### src/rtl/ex_muldiv_unit_pkg.sv
// Shared encodings for the EX-stage multiply/divide unit.
package muldiv_pkg;

  localparam int XLEN_DEFAULT = 32;

  typedef enum logic [1:0] {
    OP_MULT  = 2'b00,
    OP_MULTU = 2'b01,
    OP_DIV   = 2'b10,
    OP_DIVU  = 2'b11
  } op_e;

  typedef enum logic [1:0] {
    ST_IDLE = 2'd0,
    ST_RUN  = 2'd1,
    ST_FIX  = 2'd2
  } state_e;

  typedef enum logic {
    MODE_MUL = 1'b0,
    MODE_DIV = 1'b1
  } mode_e;

endpackage

### src/rtl/ex_muldiv_unit_if.sv
// Operand/control/result bundle between the ID/EX stage and the muldiv unit.
interface ex_muldiv_if #(parameter int XLEN = 32);
  logic            start_i;
  logic [1:0]      op_i;
  logic [XLEN-1:0] rs_data_i;
  logic [XLEN-1:0] rt_data_i;
  logic            mthi_i;
  logic            mtlo_i;
  logic [XLEN-1:0] wdata_i;
  logic            mf_req_i;
  logic            flush_i;
  logic            busy_o;
  logic            stall_o;
  logic            done_o;
  logic [XLEN-1:0] hi_o;
  logic [XLEN-1:0] lo_o;

  modport master (
    output start_i, op_i, rs_data_i, rt_data_i, mthi_i, mtlo_i, wdata_i, mf_req_i, flush_i,
    input  busy_o, stall_o, done_o, hi_o, lo_o
  );

  modport slave (
    input  start_i, op_i, rs_data_i, rt_data_i, mthi_i, mtlo_i, wdata_i, mf_req_i, flush_i,
    output busy_o, stall_o, done_o, hi_o, lo_o
  );
endinterface

### src/rtl/ex_muldiv_unit_step.sv
// One radix-2 iteration: shift-add multiply or restoring shift-subtract divide.
module muldiv_step
  import muldiv_pkg::*;
#(
  parameter int XLEN = XLEN_DEFAULT
) (
  input  logic [2*XLEN-1:0] acc_i,
  input  logic [XLEN-1:0]   opnd_i,
  input  mode_e             mode_i,
  output logic [2*XLEN-1:0] acc_o
);

  logic [XLEN:0] add_s;
  logic [XLEN:0] rem_s;
  logic [XLEN:0] sub_s;

  always_comb begin
    // Multiply: conditional add into the upper half, then shift right with the carry.
    add_s = {1'b0, acc_i[2*XLEN-1:XLEN]} + (acc_i[0] ? {1'b0, opnd_i} : {(XLEN+1){1'b0}});
    // Divide: partial remainder after the left shift; bit XLEN of sub_s is the borrow.
    rem_s = acc_i[2*XLEN-1:XLEN-1];
    sub_s = rem_s - {1'b0, opnd_i};
    acc_o = acc_i;
    if (mode_i == MODE_MUL) begin
      acc_o = {add_s, acc_i[XLEN-1:1]};
    end else if (!sub_s[XLEN]) begin
      acc_o = {sub_s[XLEN-1:0], acc_i[XLEN-2:0], 1'b1};
    end else begin
      acc_o = {rem_s[XLEN-1:0], acc_i[XLEN-2:0], 1'b0};
    end
  end

endmodule

### src/rtl/ex_muldiv_unit.sv
// Iterative MULT/MULTU/DIV/DIVU with architectural HI/LO and hazard stall.
module ex_muldiv_unit
  import muldiv_pkg::*;
#(
  parameter int XLEN  = XLEN_DEFAULT,
  parameter int CNT_W = $clog2(XLEN)
) (
  input  logic        clk_i,
  input  logic        rst_i,
  ex_muldiv_if.slave  bus
);

  state_e             state_q;
  mode_e              mode_q;
  logic               busy_q;
  logic               done_q;
  logic               neg_res_q;
  logic               neg_rem_q;
  logic [CNT_W-1:0]   cnt_q;
  logic [2*XLEN-1:0]  acc_q;
  logic [2*XLEN-1:0]  acc_d;
  logic [XLEN-1:0]    opnd_q;
  logic [XLEN-1:0]    hi_q;
  logic [XLEN-1:0]    lo_q;

  logic               signed_op;
  logic               div_op;
  logic               rs_neg;
  logic               rt_neg;
  logic               div_zero;
  logic [XLEN-1:0]    rs_abs;
  logic [XLEN-1:0]    rt_abs;
  logic [XLEN-1:0]    dvd_d;
  logic [2*XLEN-1:0]  prod_fix;
  logic [XLEN-1:0]    hi_fix;
  logic [XLEN-1:0]    lo_fix;

  // Launch-time operand conditioning; div-by-zero keeps the raw dividend so HI ends up as rs.
  always_comb begin
    signed_op = (bus.op_i == OP_MULT) || (bus.op_i == OP_DIV);
    div_op    = (bus.op_i == OP_DIV)  || (bus.op_i == OP_DIVU);
    rs_neg    = signed_op & bus.rs_data_i[XLEN-1];
    rt_neg    = signed_op & bus.rt_data_i[XLEN-1];
    rs_abs    = rs_neg ? -bus.rs_data_i : bus.rs_data_i;
    rt_abs    = rt_neg ? -bus.rt_data_i : bus.rt_data_i;
    div_zero  = div_op && (bus.rt_data_i == '0);
    dvd_d     = div_zero ? bus.rs_data_i : rs_abs;
  end

  muldiv_step #(.XLEN(XLEN)) u_step (
    .acc_i  (acc_q),
    .opnd_i (opnd_q),
    .mode_i (mode_q),
    .acc_o  (acc_d)
  );

  // Sign correction applied on the FIX cycle.
  always_comb begin
    prod_fix = neg_res_q ? -acc_q : acc_q;
    hi_fix   = prod_fix[2*XLEN-1:XLEN];
    lo_fix   = prod_fix[XLEN-1:0];
    if (mode_q == MODE_DIV) begin
      lo_fix = neg_res_q ? -acc_q[XLEN-1:0] : acc_q[XLEN-1:0];
      hi_fix = neg_rem_q ? -acc_q[2*XLEN-1:XLEN] : acc_q[2*XLEN-1:XLEN];
    end
  end

  always_ff @(posedge clk_i) begin
    if (rst_i) begin
      state_q   <= ST_IDLE;
      mode_q    <= MODE_MUL;
      busy_q    <= 1'b0;
      done_q    <= 1'b0;
      neg_res_q <= 1'b0;
      neg_rem_q <= 1'b0;
      cnt_q     <= '0;
      acc_q     <= '0;
      opnd_q    <= '0;
      hi_q      <= '0;
      lo_q      <= '0;
    end else begin
      done_q <= 1'b0;
      unique case (state_q)
        ST_IDLE: begin
          if (bus.start_i) begin
            if (!bus.flush_i) begin
              state_q   <= ST_RUN;
              busy_q    <= 1'b1;
              cnt_q     <= '0;
              mode_q    <= div_op ? MODE_DIV : MODE_MUL;
              opnd_q    <= div_op ? rt_abs : rs_abs;
              acc_q     <= {{XLEN{1'b0}}, div_op ? dvd_d : rt_abs};
              neg_res_q <= (rs_neg ^ rt_neg) & ~div_zero;
              neg_rem_q <= rs_neg & div_op & ~div_zero;
            end
          end else begin
            if (bus.mthi_i) hi_q <= bus.wdata_i;
            if (bus.mtlo_i) lo_q <= bus.wdata_i;
          end
        end
        ST_RUN: begin
          if (bus.flush_i) begin
            state_q <= ST_IDLE;
            busy_q  <= 1'b0;
          end else begin
            acc_q <= acc_d;
            cnt_q <= cnt_q + CNT_W'(1);
            if (cnt_q == CNT_W'(XLEN-1)) state_q <= ST_FIX;
          end
        end
        ST_FIX: begin
          state_q <= ST_IDLE;
          busy_q  <= 1'b0;
          if (!bus.flush_i) begin
            hi_q   <= hi_fix;
            lo_q   <= lo_fix;
            done_q <= 1'b1;
          end
        end
        default: begin
          state_q <= ST_IDLE;
          busy_q  <= 1'b0;
        end
      endcase
    end
  end

  assign bus.busy_o  = busy_q;
  assign bus.done_o  = done_q;
  assign bus.hi_o    = hi_q;
  assign bus.lo_o    = lo_q;
  assign bus.stall_o = busy_q & (bus.start_i | bus.mf_req_i | bus.mthi_i | bus.mtlo_i);

endmodule
### src/flat_wrapper.sv
// flat-port wrapper written by rule: the top's interface ports become plain ports
module ex_muldiv_unit_flat import muldiv_pkg::*;
#(
  parameter int XLEN  = XLEN_DEFAULT,
  parameter int CNT_W = $clog2(XLEN)
)
  (clk_i, rst_i, bus_start_i, bus_op_i, bus_rs_data_i, bus_rt_data_i, bus_mthi_i, bus_mtlo_i, bus_wdata_i, bus_mf_req_i, bus_flush_i, bus_busy_o, bus_stall_o, bus_done_o, bus_hi_o, bus_lo_o);
  ex_muldiv_if #(.XLEN(XLEN)) bus_i ();
  input  logic clk_i;
  input  logic rst_i;
  input wire logic [$bits(bus_i.start_i)-1:0] bus_start_i;
  input wire logic [$bits(bus_i.op_i)-1:0] bus_op_i;
  input wire logic [$bits(bus_i.rs_data_i)-1:0] bus_rs_data_i;
  input wire logic [$bits(bus_i.rt_data_i)-1:0] bus_rt_data_i;
  input wire logic [$bits(bus_i.mthi_i)-1:0] bus_mthi_i;
  input wire logic [$bits(bus_i.mtlo_i)-1:0] bus_mtlo_i;
  input wire logic [$bits(bus_i.wdata_i)-1:0] bus_wdata_i;
  input wire logic [$bits(bus_i.mf_req_i)-1:0] bus_mf_req_i;
  input wire logic [$bits(bus_i.flush_i)-1:0] bus_flush_i;
  output wire logic [$bits(bus_i.busy_o)-1:0] bus_busy_o;
  output wire logic [$bits(bus_i.stall_o)-1:0] bus_stall_o;
  output wire logic [$bits(bus_i.done_o)-1:0] bus_done_o;
  output wire logic [$bits(bus_i.hi_o)-1:0] bus_hi_o;
  output wire logic [$bits(bus_i.lo_o)-1:0] bus_lo_o;
  assign bus_i.start_i = bus_start_i;
  assign bus_i.op_i = bus_op_i;
  assign bus_i.rs_data_i = bus_rs_data_i;
  assign bus_i.rt_data_i = bus_rt_data_i;
  assign bus_i.mthi_i = bus_mthi_i;
  assign bus_i.mtlo_i = bus_mtlo_i;
  assign bus_i.wdata_i = bus_wdata_i;
  assign bus_i.mf_req_i = bus_mf_req_i;
  assign bus_i.flush_i = bus_flush_i;
  assign bus_busy_o = bus_i.busy_o;
  assign bus_stall_o = bus_i.stall_o;
  assign bus_done_o = bus_i.done_o;
  assign bus_hi_o = bus_i.hi_o;
  assign bus_lo_o = bus_i.lo_o;
  ex_muldiv_unit #(.XLEN(XLEN), .CNT_W(CNT_W)) u_core (.clk_i(clk_i), .rst_i(rst_i), .bus(bus_i));
endmodule
### config.mk
export PLATFORM = sky130hd
export DESIGN_NAME = ex_muldiv_unit_flat
export DESIGN_NICKNAME = d
export VERILOG_FILES = /design/src/rtl/ex_muldiv_unit_pkg.sv /design/src/rtl/ex_muldiv_unit_if.sv /design/src/rtl/ex_muldiv_unit_step.sv /design/src/rtl/ex_muldiv_unit.sv /design/src/flat_wrapper.sv
export SDC_FILE = /design/constraint.sdc
export NUM_CORES = 1
export LEC_CHECK = 0
export CORE_MARGIN = 2
export CORE_UTILIZATION = 46
export DETAILED_ROUTE_END_ITERATION = 10
export PLACE_DENSITY_LB_ADDON = 0.25
export RECOVER_POWER = 50
export SLEW_MARGIN = 20
export SYNTH_ARGS = -nofsm -noshare
export SYNTH_HDL_FRONTEND = slang
export SYNTH_SLANG_ARGS = --single-unit
### constraint.sdc
create_clock -name clk_i -period 9.3 [get_ports clk_i]
set_input_delay 2.325 -clock clk_i [delete_from_list [all_inputs] [get_ports clk_i]]
set_output_delay 2.325 -clock clk_i [all_outputs]
set_load 0.05 [all_outputs]
==> impl_summary.md <==
Placement
The post-DP HPWL is about 42000 um. The placer congestion estimate is around 0.98. The number of placed instances, taps included is 2566.

Port buffering added 171 buffers.

CTS
After clock tree synthesis, the repair step resized 0 gates. The total setup buffers inserted after CTS is 0. The clock drives between 150 and 200 sinks.

No sink is reached through more buffers than the 2 on the longest clock path. The TritonCTS clock tree is built. After clock tree synthesis, the flow added hold-fix buffers numbering 0. After clock tree synthesis, the clock-pin slew on the worst setup and hold paths is 0.07 ns. Counting the buffers created by CTS gives 17. The cell chosen for the clock root is clkbuf_16. The H-tree was split into 4 levels. The clock network latency to the later pin of the worst-skew pair is 0.45 ns.

Logic synthesis
In the post-synthesis netlist, the cell with the most instances is nor2_1. Of the synthesized area, sequential elements account for 0.228. In the synthesized netlist the dominant register cell turns out to be dfxtp_1. When the netlist entered floorplanning its net count stood at approximately 2200. The fraction of post-synthesis cell area in the top cell type by area is 0.228. By area the synthesized netlist is led by dfxtp_1, a21oi_1, nor2_1. The number of flops mapped to enable cells by yosys is 0. The number of synthesis warnings is 0. After synthesis, the mean cell area works out to around 7.3 sq um.

The netlist area before placement is about 0.015 sq mm. The number of standard cells after synthesis is 2067. The async set-reset flop share out of synthesis is 0. The biggest area contributor in the post-synthesis netlist is dfxtp_1. The number of distinct library cells after synthesis is just under 90. Counting flops and latches in the post-synthesis netlist gives 172. The commonest cells after synthesis are nor2_1, nand2_1, a21oi_1.

Timing
On the final layout, the worst clock skew is between 0.01 and 0.015 ns. Setup total negative slack on the finished layout was measured at 0 ns. The number of slew-limit violations in the final report is 147.

For the pin with the worst max-slew slack, the measured transition is 3.40 ns. In this run the tightest slew margin relative to its limit is -1.27. The number of hold violations in the final report is 0. After layout, the minimum clock period comes to about 6.7 ns. Setup repair after global routing left no endpoint under its margin. The share of the cycle needed by the critical path after routing is 0.716. For this run, the top clock speed supported by timing is around 150 MHz. Setup violations remaining at the end of the flow were counted as 0.

Route
Dividing the detail-routed wire length by the instance count gives around 21 um. In this run the remaining antenna-violating nets after routing total 0. The first detailed-routing pass took 6 iterations. The routed wire length is 54300 um. The number of violations reported at the end of detailed-routing iteration 0 is 1492. Dividing the detail-routed via count by the number of cells gives 6.11.

The via count is around 16000. In the routed design, unresolved DRC markers number 0.

Setup path
The critical path data arrival time is 6.99 ns. The worst setup path is launched from a primary input. STA puts the critical path data required time at 9.63 ns.

In this run the worst path has a maximum fanout of 67. The kind of critical path is in -> reg. The critical path capture point type is a flop.

Final layout
The count of placed standard cells in the final layout, fillers left out is 2598. Compared with the post-synthesis result, the final layout area differs by 16.5%. The ratio of cells with drive above 1 in the final layout is 0.0455.

The antenna diode instance count is 0. The final net count is 2320.

GRT
The first-pass GRT wire length is 82900 um. The initial antenna violation count is 0. Global routing finished with a remaining overflow of 0. The number of global-route vias before repair was 14400. The maximum number of pins on one net before global-route repair is 101. In the global route stage, overall resource usage came out at 0.313.

Floorplanning
The area of the placeable core is around 0.032 sq mm. The die footprint is 0.0342 sq mm. In this run the core area contains 66 standard-cell rows.

The top-level port count is 172. The width of the die is approximately 180 um. The overall die height is 185 um. The initial utilization of the core area, before any placement, comes to 0.466.

Job
The count of maximum capacitance violations is 3.

Power and ir drop
The worst-case IR drop observed on VDD is 0.135 mV. The power density normalized to cell area is 126 mW/mm^2. Summed over all cells, the static leakage comes to 6.85 nW.

Hold path
The path class of the tightest hold or removal check is reg -> reg.

Status
The checks that failed: capacitance limit, slew limit. The run finished, with violations left.
worst max-delay path, stage by stage:
cell and delay [ns]:
buf_4 0.40, clkbuf_1 2.45, nor2_4 -0.06, clkbuf_1 1.12, nand2_1 0.40, nand2_1 0.08, a21oi_1 0.14, a22oi_1 0.09
final timing paths:
path,from,end,slack (ns),cells past startpoint
max,rst_i,u_core.acc_q[63]$_SDFFE_PP0P_,2.64,8
min,u_core.bus.hi_o[25]$_SDFFE_PP0P_,u_core.bus.hi_o[25]$_SDFFE_PP0P_,0.45,2
max reg2reg,u_core.acc_q[32]$_SDFFE_PP0P_,u_core.acc_q[43]$_SDFFE_PP0P_,4.55,12
min reg2reg,u_core.bus.hi_o[25]$_SDFFE_PP0P_,u_core.bus.hi_o[25]$_SDFFE_PP0P_,0.45,2
routing by layer:
metal,up-vias,global-route usage,share of wire
li1,7612,-,-
met1,7393,0.421,0.43
met2,764,0.494,0.44
met3,103,0.0484,0.087
met4,0,0.142,0.043
met5,-,0,0
metrics by stage:
stage	utilization	power, mW	hold WS [ns]	worst slack [ns]	area (sq um)
global route	0.542	2.30	0.471	2.37	17600
finish	0.542	2.21	0.446	2.64	17600
global placement	0.524	1.44	0.437	3.05	17000
detailed placement	0.524	1.45	0.440	3.04	17000
floorplan	-	1.24	0.432	4.03	15100
CTS	0.543	2.21	0.456	3.03	17600
placed cells by master, fill, tap and decap left out, types with 31 or more instances in the layout:
master             n
nor2_1           246
nand2_1          205
a21oi_1          188
dfxtp_1          171
o21ai_0          154
clkdlybuf4s50_1  102
xor2_1            95
xnor2_1           93
mux2i_1           73
ha_1              70
dlygate4sd3_1     67
inv_1             54
nor3_1            50
nand3_1           41
o211ai_1          39
o31ai_1           36
a211oi_1          31
report_power, final:
part           internal [mW]  switching, mW
Combinational          0.242          0.382
Sequential             0.771         0.0446
Clock                  0.408          0.361
cells by family after synthesis:
kind of cell / after synthesis / share of synthesized area
muxes: 83 / 0.0560
adders and majority gates: 72 / 0.0608
DFF: 172 / 0.228
buffers and inverters: 192 / 0.0505
xor gates and xnor gates: 189 / 0.111
AOI/OAI and AO/OA: 641 / 0.270
and+or+nand+nor: 718 / 0.223
registers in the layout (all words and copies together) (netlist names), 2 cells and up:
register and flops:
u_core.acc_q 64, u_core.bus.hi_o 32, u_core.bus.lo_o 32, u_core.opnd_q 32, u_core.cnt_q 5, u_core.state_q 2
layout make-up:
| type | instances | area, sq um |
|---|---|---|
| clock buffers | 18 | 429 |
| clock inverters | 14 | 176 |
| fillers | 3137 | 14800 |
| inverters | 55 | 206 |
| multi-input cells | 1703 | 10900 |
| flip-flops and latches | 172 | 3450 |
| well taps | 442 | 553 |
| repair buffers | 194 | 1870 |
Power figures use the tool's default switching activity.
